<file path="config.mk">
export PLATFORM = sky130hd
export DESIGN_NAME = ace_responder_flat
export DESIGN_NICKNAME = d
export VERILOG_FILES = /design/src/rtl/ace_responder_if.sv /design/src/rtl/ace_responder.sv /design/src/flat_wrapper.sv
export SDC_FILE = /design/constraint.sdc
export NUM_CORES = 1
export LEC_CHECK = 0
export ABC_AREA = 1
export BUFFER_PORTS_ARGS = -buffer_cell sky130_fd_sc_hd__clkbuf_2
export CORE_MARGIN = 3
export CORE_UTILIZATION = 50
export CTS_BUF_LIST = sky130_fd_sc_hd__clkbuf_8
export CTS_CLUSTER_DIAMETER = 40
export CTS_CLUSTER_SIZE = 16
export DETAILED_ROUTE_END_ITERATION = 8
export PLACE_DENSITY = 0.72
export SLEW_MARGIN = 0
export SYNTH_ARGS = -nofsm -noshare
export SYNTH_HDL_FRONTEND = slang
export SYNTH_SLANG_ARGS = --single-unit
</file>
<file path="constraint.sdc">
create_clock -name clk -period 4 [get_ports clk]
set_input_delay 0.6 -clock clk [delete_from_list [all_inputs] [get_ports clk]]
set_output_delay 0.6 -clock clk [all_outputs]
set_load 0.01 [all_outputs]
</file>
<file path="src/rtl/ace_responder_if.sv">
`default_nettype none
// ============================================================================
// Module   : ace_responder_if
// Brief    : Request/response bundle between a cache controller and the
//            ace_responder interconnect stub.
// Revision : 1.0  initial release
// ============================================================================
interface ace_responder_if #(
   parameter int ADDR_W = 4,
   parameter int DATA_W = 32
);
   logic              read_req;
   logic              write_req;
   logic              invalid_req;
   logic [ADDR_W-1:0] addr;
   logic [DATA_W-1:0] wdata;
   logic              peer_shared;
   logic              ace_ready;
   logic [DATA_W-1:0] rdata;
   logic [2:0]        resp_state;
   logic              peer_inval;
   logic              busy;

   // Cache controller side
   modport master (
      output read_req, write_req, invalid_req, addr, wdata, peer_shared,
      input  ace_ready, rdata, resp_state, peer_inval, busy
   );

   // Interconnect side
   modport slave (
      input  read_req, write_req, invalid_req, addr, wdata, peer_shared,
      output ace_ready, rdata, resp_state, peer_inval, busy
   );
endinterface
`default_nettype wire

</file>
<file path="src/rtl/ace_responder.sv">
`default_nettype none
// ============================================================================
// Module   : ace_responder
// Brief    : Serialising ACE interconnect stub with backing memory and
//            per-operation latency counter; one response pulse per request.
// Revision : 1.0  initial release
// ============================================================================
module ace_responder #(
   parameter int ADDR_W    = 4,
   parameter int DATA_W    = 32,
   parameter int READ_LAT  = 4,
   parameter int WRITE_LAT = 2,
   parameter int INV_LAT   = 3
) (
   input  wire logic     clk,
   input  wire logic     reset,
   ace_responder_if.slave bus
);

   localparam int c_DEPTH   = 2 ** ADDR_W;
   localparam int c_MAX_LAT = (READ_LAT > WRITE_LAT)
                              ? ((READ_LAT > INV_LAT) ? READ_LAT : INV_LAT)
                              : ((WRITE_LAT > INV_LAT) ? WRITE_LAT : INV_LAT);
   localparam int c_CNT_W   = (c_MAX_LAT > 1) ? $clog2(c_MAX_LAT) : 1;

   localparam logic [2:0] c_ST_UC = 3'b000;
   localparam logic [2:0] c_ST_SC = 3'b010;
   localparam logic [2:0] c_ST_I  = 3'b100;

   localparam logic [1:0] c_OP_RD  = 2'd0;
   localparam logic [1:0] c_OP_WR  = 2'd1;
   localparam logic [1:0] c_OP_INV = 2'd2;

   localparam logic [c_CNT_W-1:0] c_CNT_RD  = c_CNT_W'(READ_LAT - 1);
   localparam logic [c_CNT_W-1:0] c_CNT_WR  = c_CNT_W'(WRITE_LAT - 1);
   localparam logic [c_CNT_W-1:0] c_CNT_INV = c_CNT_W'(INV_LAT - 1);

   typedef enum logic [1:0] {
      S_IDLE = 2'd0,
      S_WAIT = 2'd1,
      S_RESP = 2'd2
   } state_t;

   state_t              r_state;
   logic [c_CNT_W-1:0]  r_cnt;
   logic [1:0]          r_op;
   logic [ADDR_W-1:0]   r_addr;
   logic [DATA_W-1:0]   r_wdata;
   logic                r_peer_shared;
   logic                r_ace_ready;
   logic                r_peer_inval;
   logic                r_busy;
   logic [DATA_W-1:0]   r_rdata;
   logic [2:0]          r_resp_state;
   logic [DATA_W-1:0]   r_mem [c_DEPTH];

   logic                w_any_req;
   logic [1:0]          w_sel_op;
   logic [c_CNT_W-1:0]  w_sel_cnt;
   logic                w_resp_edge;
   logic                w_mem_we;

   // Fixed priority: write-back > invalidate > read
   always_comb begin
      w_sel_op  = c_OP_RD;
      w_sel_cnt = c_CNT_RD;
      if (bus.write_req) begin
         w_sel_op  = c_OP_WR;
         w_sel_cnt = c_CNT_WR;
      end else if (bus.invalid_req) begin
         w_sel_op  = c_OP_INV;
         w_sel_cnt = c_CNT_INV;
      end
   end

   assign w_any_req   = bus.read_req | bus.write_req | bus.invalid_req;
   assign w_resp_edge = (r_state == S_WAIT) && (r_cnt == '0);
   // A reset on the commit edge must drop the pending write-back
   assign w_mem_we    = !reset && w_resp_edge && (r_op == c_OP_WR);

   always_ff @(posedge clk) begin
      if (w_mem_we) begin
         r_mem[r_addr] <= r_wdata;
      end
   end

   always_ff @(posedge clk) begin
      if (reset) begin
         r_state       <= S_IDLE;
         r_cnt         <= '0;
         r_op          <= c_OP_RD;
         r_addr        <= '0;
         r_wdata       <= '0;
         r_peer_shared <= 1'b0;
         r_ace_ready   <= 1'b0;
         r_peer_inval  <= 1'b0;
         r_busy        <= 1'b0;
         r_rdata       <= '0;
         r_resp_state  <= c_ST_I;
      end else begin
         r_ace_ready  <= 1'b0;
         r_peer_inval <= 1'b0;
         case (r_state)
            S_IDLE: begin
               if (w_any_req) begin
                  r_op          <= w_sel_op;
                  r_addr        <= bus.addr;
                  r_wdata       <= bus.wdata;
                  r_peer_shared <= bus.peer_shared;
                  r_cnt         <= w_sel_cnt;
                  r_peer_inval  <= (w_sel_op == c_OP_INV);
                  r_busy        <= 1'b1;
                  r_state       <= S_WAIT;
               end
            end
            S_WAIT: begin
               if (r_cnt == '0) begin
                  r_state     <= S_RESP;
                  r_ace_ready <= 1'b1;
                  case (r_op)
                     c_OP_WR:  r_resp_state <= c_ST_I;
                     c_OP_INV: r_resp_state <= c_ST_UC;
                     default: begin
                        r_rdata      <= r_mem[r_addr];
                        r_resp_state <= r_peer_shared ? c_ST_SC : c_ST_UC;
                     end
                  endcase
               end else begin
                  r_cnt <= r_cnt - 1'b1;
               end
            end
            S_RESP: begin
               r_state <= S_IDLE;
               r_busy  <= 1'b0;
            end
            default: begin
               r_state <= S_IDLE;
               r_busy  <= 1'b0;
            end
         endcase
      end
   end

   assign bus.ace_ready  = r_ace_ready;
   assign bus.peer_inval = r_peer_inval;
   assign bus.busy       = r_busy;
   assign bus.rdata      = r_rdata;
   assign bus.resp_state = r_resp_state;

endmodule
`default_nettype wire

</file>
<file path="src/flat_wrapper.sv">
// flat-port wrapper written by rule: the top's interface ports become plain ports
module ace_responder_flat 
#(
   parameter int ADDR_W    = 4,
   parameter int DATA_W    = 32,
   parameter int READ_LAT  = 4,
   parameter int WRITE_LAT = 2,
   parameter int INV_LAT   = 3
)
  (clk, reset, bus_read_req, bus_write_req, bus_invalid_req, bus_addr, bus_wdata, bus_peer_shared, bus_ace_ready, bus_rdata, bus_resp_state, bus_peer_inval, bus_busy);
  ace_responder_if #(.ADDR_W(ADDR_W), .DATA_W(DATA_W)) bus_i ();
  input  wire logic clk;
  input  wire logic reset;
  input wire logic [$bits(bus_i.read_req)-1:0] bus_read_req;
  input wire logic [$bits(bus_i.write_req)-1:0] bus_write_req;
  input wire logic [$bits(bus_i.invalid_req)-1:0] bus_invalid_req;
  input wire logic [$bits(bus_i.addr)-1:0] bus_addr;
  input wire logic [$bits(bus_i.wdata)-1:0] bus_wdata;
  input wire logic [$bits(bus_i.peer_shared)-1:0] bus_peer_shared;
  output wire logic [$bits(bus_i.ace_ready)-1:0] bus_ace_ready;
  output wire logic [$bits(bus_i.rdata)-1:0] bus_rdata;
  output wire logic [$bits(bus_i.resp_state)-1:0] bus_resp_state;
  output wire logic [$bits(bus_i.peer_inval)-1:0] bus_peer_inval;
  output wire logic [$bits(bus_i.busy)-1:0] bus_busy;
  assign bus_i.read_req = bus_read_req;
  assign bus_i.write_req = bus_write_req;
  assign bus_i.invalid_req = bus_invalid_req;
  assign bus_i.addr = bus_addr;
  assign bus_i.wdata = bus_wdata;
  assign bus_i.peer_shared = bus_peer_shared;
  assign bus_ace_ready = bus_i.ace_ready;
  assign bus_rdata = bus_i.rdata;
  assign bus_resp_state = bus_i.resp_state;
  assign bus_peer_inval = bus_i.peer_inval;
  assign bus_busy = bus_i.busy;
  ace_responder #(.ADDR_W(ADDR_W), .DATA_W(DATA_W), .READ_LAT(READ_LAT), .WRITE_LAT(WRITE_LAT), .INV_LAT(INV_LAT)) u_core (.clk(clk), .reset(reset), .bus(bus_i));
endmodule
</file>
# [Word level (Yosys, flattened, before mapping)]
# Memory sizes are Yosys's and may differ from the RTL's. A register that Yosys moved wholly into a read port is not among the register bits.
# Cells that the tools add are included.
[classes] addsub=1 n_eq_ne=7 muxes=17 bitwise=6 n_reduce_logical=16
[ops] cell="2-to-1 mux 2 bit" n=8
[ops] cell="case mux 2 bit (2 select lines)" n=2
[ops] cell="AND reduction 2 bit" n=4
[ops] cell="case mux 3 bit (2 select lines)" n=1
[ops] cell="AND reduction 3 bit" n=2
[ops] cell="2-to-1 mux 1 bit" n=5
[ops] cell="equality test 2 x 1 -> 1 bit (second input constant)" n=2
[ops] cell="equality test 2 bit (second input constant)" n=2
[ops] cell="zero test 2 bit" n=2
[ops] cell="inequality test 2 bit (second input constant)" n=2
[ops] cell="inverter 1 bit" n=4
[ops] cell="OR reduction 2 bit" n=2
[ops] cell="logical AND 1 bit" n=3
[ops] cell="OR reduction 3 bit" n=1
[ops] cell="inequality test 2 x 1 -> 1 bit (second input constant)" n=1
[ops] cell="bitwise OR 1 bit" n=2
[ops] cell="case mux 1 bit (2 select lines)" n=1
[ops] cell="nonzero test 2 bit" n=1
[ops] cell="subtractor 2 x 1 -> 2 bit (second input constant)" n=1
[ops] cell="zero test 1 bit" n=1
[totals] register_bits=49 ramBits=512 inputBits=42 output_inout_bits=38 wordCells=58 mem_count=1
[memory_table] memory="u_core.r_mem" words=16 word_bits=32 read_ports=1 rd_ports_with_merged_regs=1 write_ports=1 line="ace_responder.sv:55" source="logic [DATA_W-1:0] r_mem [c_DEPTH];"

# [Depth between registers and ports, before layout]
[logic_depth] depth_word=6 ltp_mapped=12 ltp_nobuf=9

# [Least setup slack after synthesis]
# Ideal clock, no wire load.
[synth_path] path_kind="reg2reg" start="register u_core.r_cnt[0]" end="memory u_core.r_mem[0][0], enable pin" setup_ns=0.421 arrival_time_ns=2.378 required_ns=3.579 setup_slack_ns=1.201 path_stages_with_launch=9 n_path_buf=0 period_less_slack_ns=2.799 cell_sequence="dfxtp_1 inv_1 ha_1 nand2_1 nor2_1 nand2_1 inv_1 nand3_1 nor2_1"
[synth_between] elab_chain_len=6
[synth_lines] item="start, declared" line="ace_responder.sv:45" source="logic [c_CNT_W-1:0] r_cnt;"
[synth_lines] item="start signal, assigned" line="ace_responder.sv:110" source="r_cnt <= w_sel_cnt;"
[synth_lines] item="start signal, assigned" line="ace_responder.sv:129" source="r_cnt <= r_cnt - 1'b1;"
[synth_lines] item="zero test 2 bit" line="ace_responder.sv:77" source="assign w_resp_edge = (r_state == S_WAIT) && (r_cnt == '0);"
[synth_lines] item="logical AND 1 bit" line="ace_responder.sv:77"
[synth_lines] item="logical AND 1 bit (2 in series)" line="ace_responder.sv:79" source="assign w_mem_we = !reset && w_resp_edge && (r_op == c_OP_WR);"
[synth_lines] item="2-to-1 mux 1 bit" line="ace_responder.sv:82" source="if (w_mem_we) begin"
[synth_lines] item="2-to-1 mux 1 bit (implied by the code)" line="ace_responder.sv:83" source="r_mem[r_addr] <= r_wdata;"
[synth_lines] item="end, declared" line="ace_responder.sv:55"
# Every way passes these cells.

# [Worst setup path after layout]
[layout_path] start="register u_core.r_addr[0]" end="memory u_core.r_mem[5][28], enable pin"
[layout_lines] item="start, declared" line="ace_responder.sv:47" source="logic [ADDR_W-1:0] r_addr;"
[layout_lines] item="start signal, assigned" line="ace_responder.sv:107" source="r_addr <= bus.addr;"
# No word-level cell before the write port.

==> summary by stage <==
Synth
The number of nets in the synthesized netlist is between 2k and 2.5k. After synthesis, the most frequently instantiated cells are 1039 x sky130_fd_sc_hd__nand2_1, 512 x sky130_fd_sc_hd__edfxtp_1, 165 x sky130_fd_sc_hd__nand3_1. Summed over all instances, the cell type with the most area after synthesis is sky130_fd_sc_hd__edfxtp_1.

The synthesized netlist occupies a cell area of about 24000 µm². The number of flops mapped to enable cells by yosys is 512. The cell count after synthesis is roughly 2.2k. The most common cell in the netlist is sky130_fd_sc_hd__nand2_1. The flip-flop and latch count after synthesis is 592.

The most instantiated flip-flop cell in the synthesis netlist is sky130_fd_sc_hd__edfxtp_1. The average footprint of a synthesized cell is between 10 and 15 µm². The count of distinct cell types in the synthesized netlist is 21. Yosys attributes the largest share of cell area to sky130_fd_sc_hd__edfxtp_1 65%, sky130_fd_sc_hd__nand2_1 16%, sky130_fd_sc_hd__dfxtp_1 6.7%. Yosys printed 0 warnings. The proportion of register bits with asynchronous set or reset after synthesis is 0. The share of synthesized area in the top cell type comes to 0.648. The share of synthesized area occupied by flip-flops and latches is 0.715.

Layout
The count of filler cells inserted in the layout is 3896. For this run, the post-layout net count is 2315. The synthesis-to-finish area growth is 9.93%. After routing the design area is roughly 26000 µm².

The fraction of layout cells with a size suffix above 1 is 0.109. 0 antenna diodes ended up in the layout.

Worst setup path
Of all nets on the critical path, the largest fanout is between 200 and 300. The depth of the worst register-to-register path is 4. The data required time at the worst endpoint is about 4.4 ns.

The startpoint identified for the worst register-to-register timing path is u_core.r_addr[0]$_SDFFE_PP0P_. The worst register-to-register path has a setup slack of 0.75 ns. The type of the worst setup path is flip-flop to flip-flop. Data on the critical path arrives at its endpoint at about 3.6 ns. The worst register-to-register path ends at u_core.r_mem[5][28]$_DFFE_PP_.

STA classifies the critical path endpoint as a flip-flop. The element type at the critical path start is a flip-flop.

Run status
The flow ran to the end, and the final reports show no timing, DRC or antenna violations.

STA
After layout, the minimum clock period comes to ~3.2 ns. The worst-case clock skew is 0.0331 ns. Setup repair after global routing left no endpoint under its margin. For this run, the top clock speed supported by timing is 0.308 GHz.

Setup violations remaining at the end of the flow were counted as 0. The worst-margin pin slew is 1.19 ns. The number of pins exceeding their max-slew limit in the final report is 0. The worst slew margin relative to its limit is 0.206. The final number of hold-violating endpoints is 0. The setup slack of the critical path after layout is approximately 0.75 ns. The total negative slack for setup checks is 0 ns. Dividing the final minimum period by the clock period gives 0.811.

Global routing
The global-route congestion overflow total is 0. Entering global routing, the biggest net connects 259 pins. The initial antenna violation count is 0. The first global-routing pass estimated 86100 µm of wire. The number of global-route vias before repair is 15.7k. Across every metal layer, demand over resource in global routing totals 0.221.

Clocking
The clock-pin slew on the worst setup and hold paths is 0.08 ns. No sink is reached through more buffers than the 3 on the longest clock path. The TritonCTS clock tree is done.

The post-cts repair resize count is 0. The later pin in the worst-skew pair is clocked with a latency of between 0.6 and 0.7 ns. The number of buffers created by CTS is 67. The count of H-tree levels built during CTS is 3. In this run the post-CTS setup repair buffer count came out at 0. The clock drives 592 sinks. The number of buffers inserted for hold repair after clock tree synthesis is 0. The root buffer cell chosen for the clock tree is sky130_fd_sc_hd__clkbuf_8.

Die
In this run the standard cell core region covers about 47000 µm². The count of standard-cell rows is 79. The floorplan die width is ~220 µm.

The number of primary I/O pins is 80. The initial utilization of the core area, before any placement, comes to 0.508. The die is 224 µm tall. The die covers 50100 µm².

Run
Max-cap violations in this run came to 0.

Placement
The number of I/O port buffers is 78. Routability-driven placement finished with a final weighted congestion of 0.849. After detailed placement, the total cell area comes to 24600 µm². Summed over all nets, the half-perimeter wirelength after detailed placement is 30500 µm. The pre-CTS setup slack is 0.691 ns.

Power and ir drop
The static leakage power is slightly above 10 nW. Power spread over the standard cell area amounts to 517 nW/µm². The design draws roughly 13 mW. The worst supply voltage drop on vdd is ~330 µV.

Route
The post-detailed-route wirelength per cell is 18.7 µm. The detailed-route DRC error count is 0. The number of vias after detailed routing is 15.9k. The violation count after the first detailed-routing iteration is 1487.

The final layout contains routed wiring with a total length of ~55000 µm. The count of nets left with antenna violations after detail routing is 0. The vias per cell is 5.43.

The first TritonRoute pass finished after 6 iterations.

Hold path
Along the worst hold path, the cell count comes to 3. The tightest min-delay check is of the input port to flip-flop type. The path with the worst hold slack has its endpoint at u_core.r_wdata[12]$_SDFFE_PP0P_. In this run the most critical hold path is launched from bus_wdata[12].
==> cell families after synthesis <==
| family | synth area share |
|---|---|
| other | 0.000158 |
| buffers and inverters | 0.0333 |
| adder cells (fa/ha/maj) | 0.00105 |
| flip-flops | 0.715 |
| AND/OR/NAND/NOR | 0.233 |
| AO/OA/AOI/OAI | 0.0178 |
==> report_power, final <==
part	leakage, nW	internal (mW)	switching [mW]
Combinational	4.14	0.513	1.27
Clock	0.752	1.97	2.39
Sequential	5.34	7.01	0.340
==> worst max-delay path, stage by stage (launching register included) <==
cell	delay, ns
sky130_fd_sc_hd__dfxtp_4	0.39
sky130_fd_sc_hd__buf_12	0.74
sky130_fd_sc_hd__nand3_1	0.56
sky130_fd_sc_hd__nor2_4	0.83
sky130_fd_sc_hd__buf_4	0.36
==> worst max path at each step <==
stage / start / endpoint / slack [ns]
floorplan: u_core.r_cnt[0]$_SDFFE_PP0P_ / u_core.r_mem[0][0]$_DFFE_PP_ / 1.20
global placement: u_core.r_addr[0]$_SDFFE_PP0P_ / u_core.r_mem[5][25]$_DFFE_PP_ / 0.73
detailed placement: u_core.r_addr[0]$_SDFFE_PP0P_ / u_core.r_mem[5][27]$_DFFE_PP_ / 0.69
CTS: u_core.r_addr[0]$_SDFFE_PP0P_ / u_core.r_mem[5][29]$_DFFE_PP_ / 0.68
global route: u_core.r_addr[0]$_SDFFE_PP0P_ / u_core.r_mem[5][31]$_DFFE_PP_ / 0.52
finish: u_core.r_addr[0]$_SDFFE_PP0P_ / u_core.r_mem[5][28]$_DFFE_PP_ / 0.75
==> layout make-up <==
cell class / instances / area (µm²) / share of cell area
multi-input cells: 1481 / 6130 / 0.235
clock inverters: 55 / 510 / 0.0196
inverters: 19 / 78.8 / 0.00302
repair buffers: 110 / 693 / 0.0266
well taps: 607 / 759 / 0.0291
clock buffers: 69 / 950 / 0.0364
flip-flops and latches: 592 / 17000 / 0.651
==> registers in the layout, summed over array words and instances, names as in the netlist <==
| name | count |
|---|---|
| u_core.r_mem | 512 |
| u_core.bus.rdata | 32 |
| u_core.r_wdata | 32 |
| u_core.r_addr | 4 |
| u_core.bus.resp_state | 2 |
| u_core.r_cnt | 2 |
| u_core.r_op | 2 |
| u_core.r_state | 2 |
| u_core.bus.ace_ready | 1 |
| u_core.bus.busy | 1 |
| u_core.bus.peer_inval | 1 |
| u_core.r_peer_shared | 1 |
==> per-layer routing <==
layer	up-vias	global-route usage	wire [µm]
met4	2	0.0830	1590
met3	118	0.0411	4550
met5	-	0.00569	39
li1	7540	-	-
met2	696	0.360	25900
met1	7572	0.300	22800
==> through the flow <==
step,instances,utilization,hold slack [ns]
3_5_place_dp,2809,0.527,0.458
2_1_floorplan,2219,-,0.440
3_3_place_gp,2809,0.527,0.458
6_report,2933,0.558,0.184
5_1_grt,2933,0.558,0.180
4_1_cts,2933,0.558,0.139
==> placed cells by master (no fill, tap or decap), types with 15 or more instances in the layout <==
| cell | n |
|---|---|
| sky130_fd_sc_hd__buf_4 | 27 |
| sky130_fd_sc_hd__clkbuf_2 | 78 |
| sky130_fd_sc_hd__clkbuf_8 | 69 |
| sky130_fd_sc_hd__dfxtp_1 | 78 |
| sky130_fd_sc_hd__edfxtp_1 | 512 |
| sky130_fd_sc_hd__inv_1 | 20 |
| sky130_fd_sc_hd__inv_6 | 15 |
| sky130_fd_sc_hd__nand2_1 | 1039 |
| sky130_fd_sc_hd__nand3_1 | 165 |
| sky130_fd_sc_hd__nand4_1 | 32 |
| sky130_fd_sc_hd__nor2_1 | 138 |
| sky130_fd_sc_hd__nor2_4 | 20 |
| sky130_fd_sc_hd__o21ai_0 | 73 |
No activity file was read; power rests on OpenSTA's default activity.
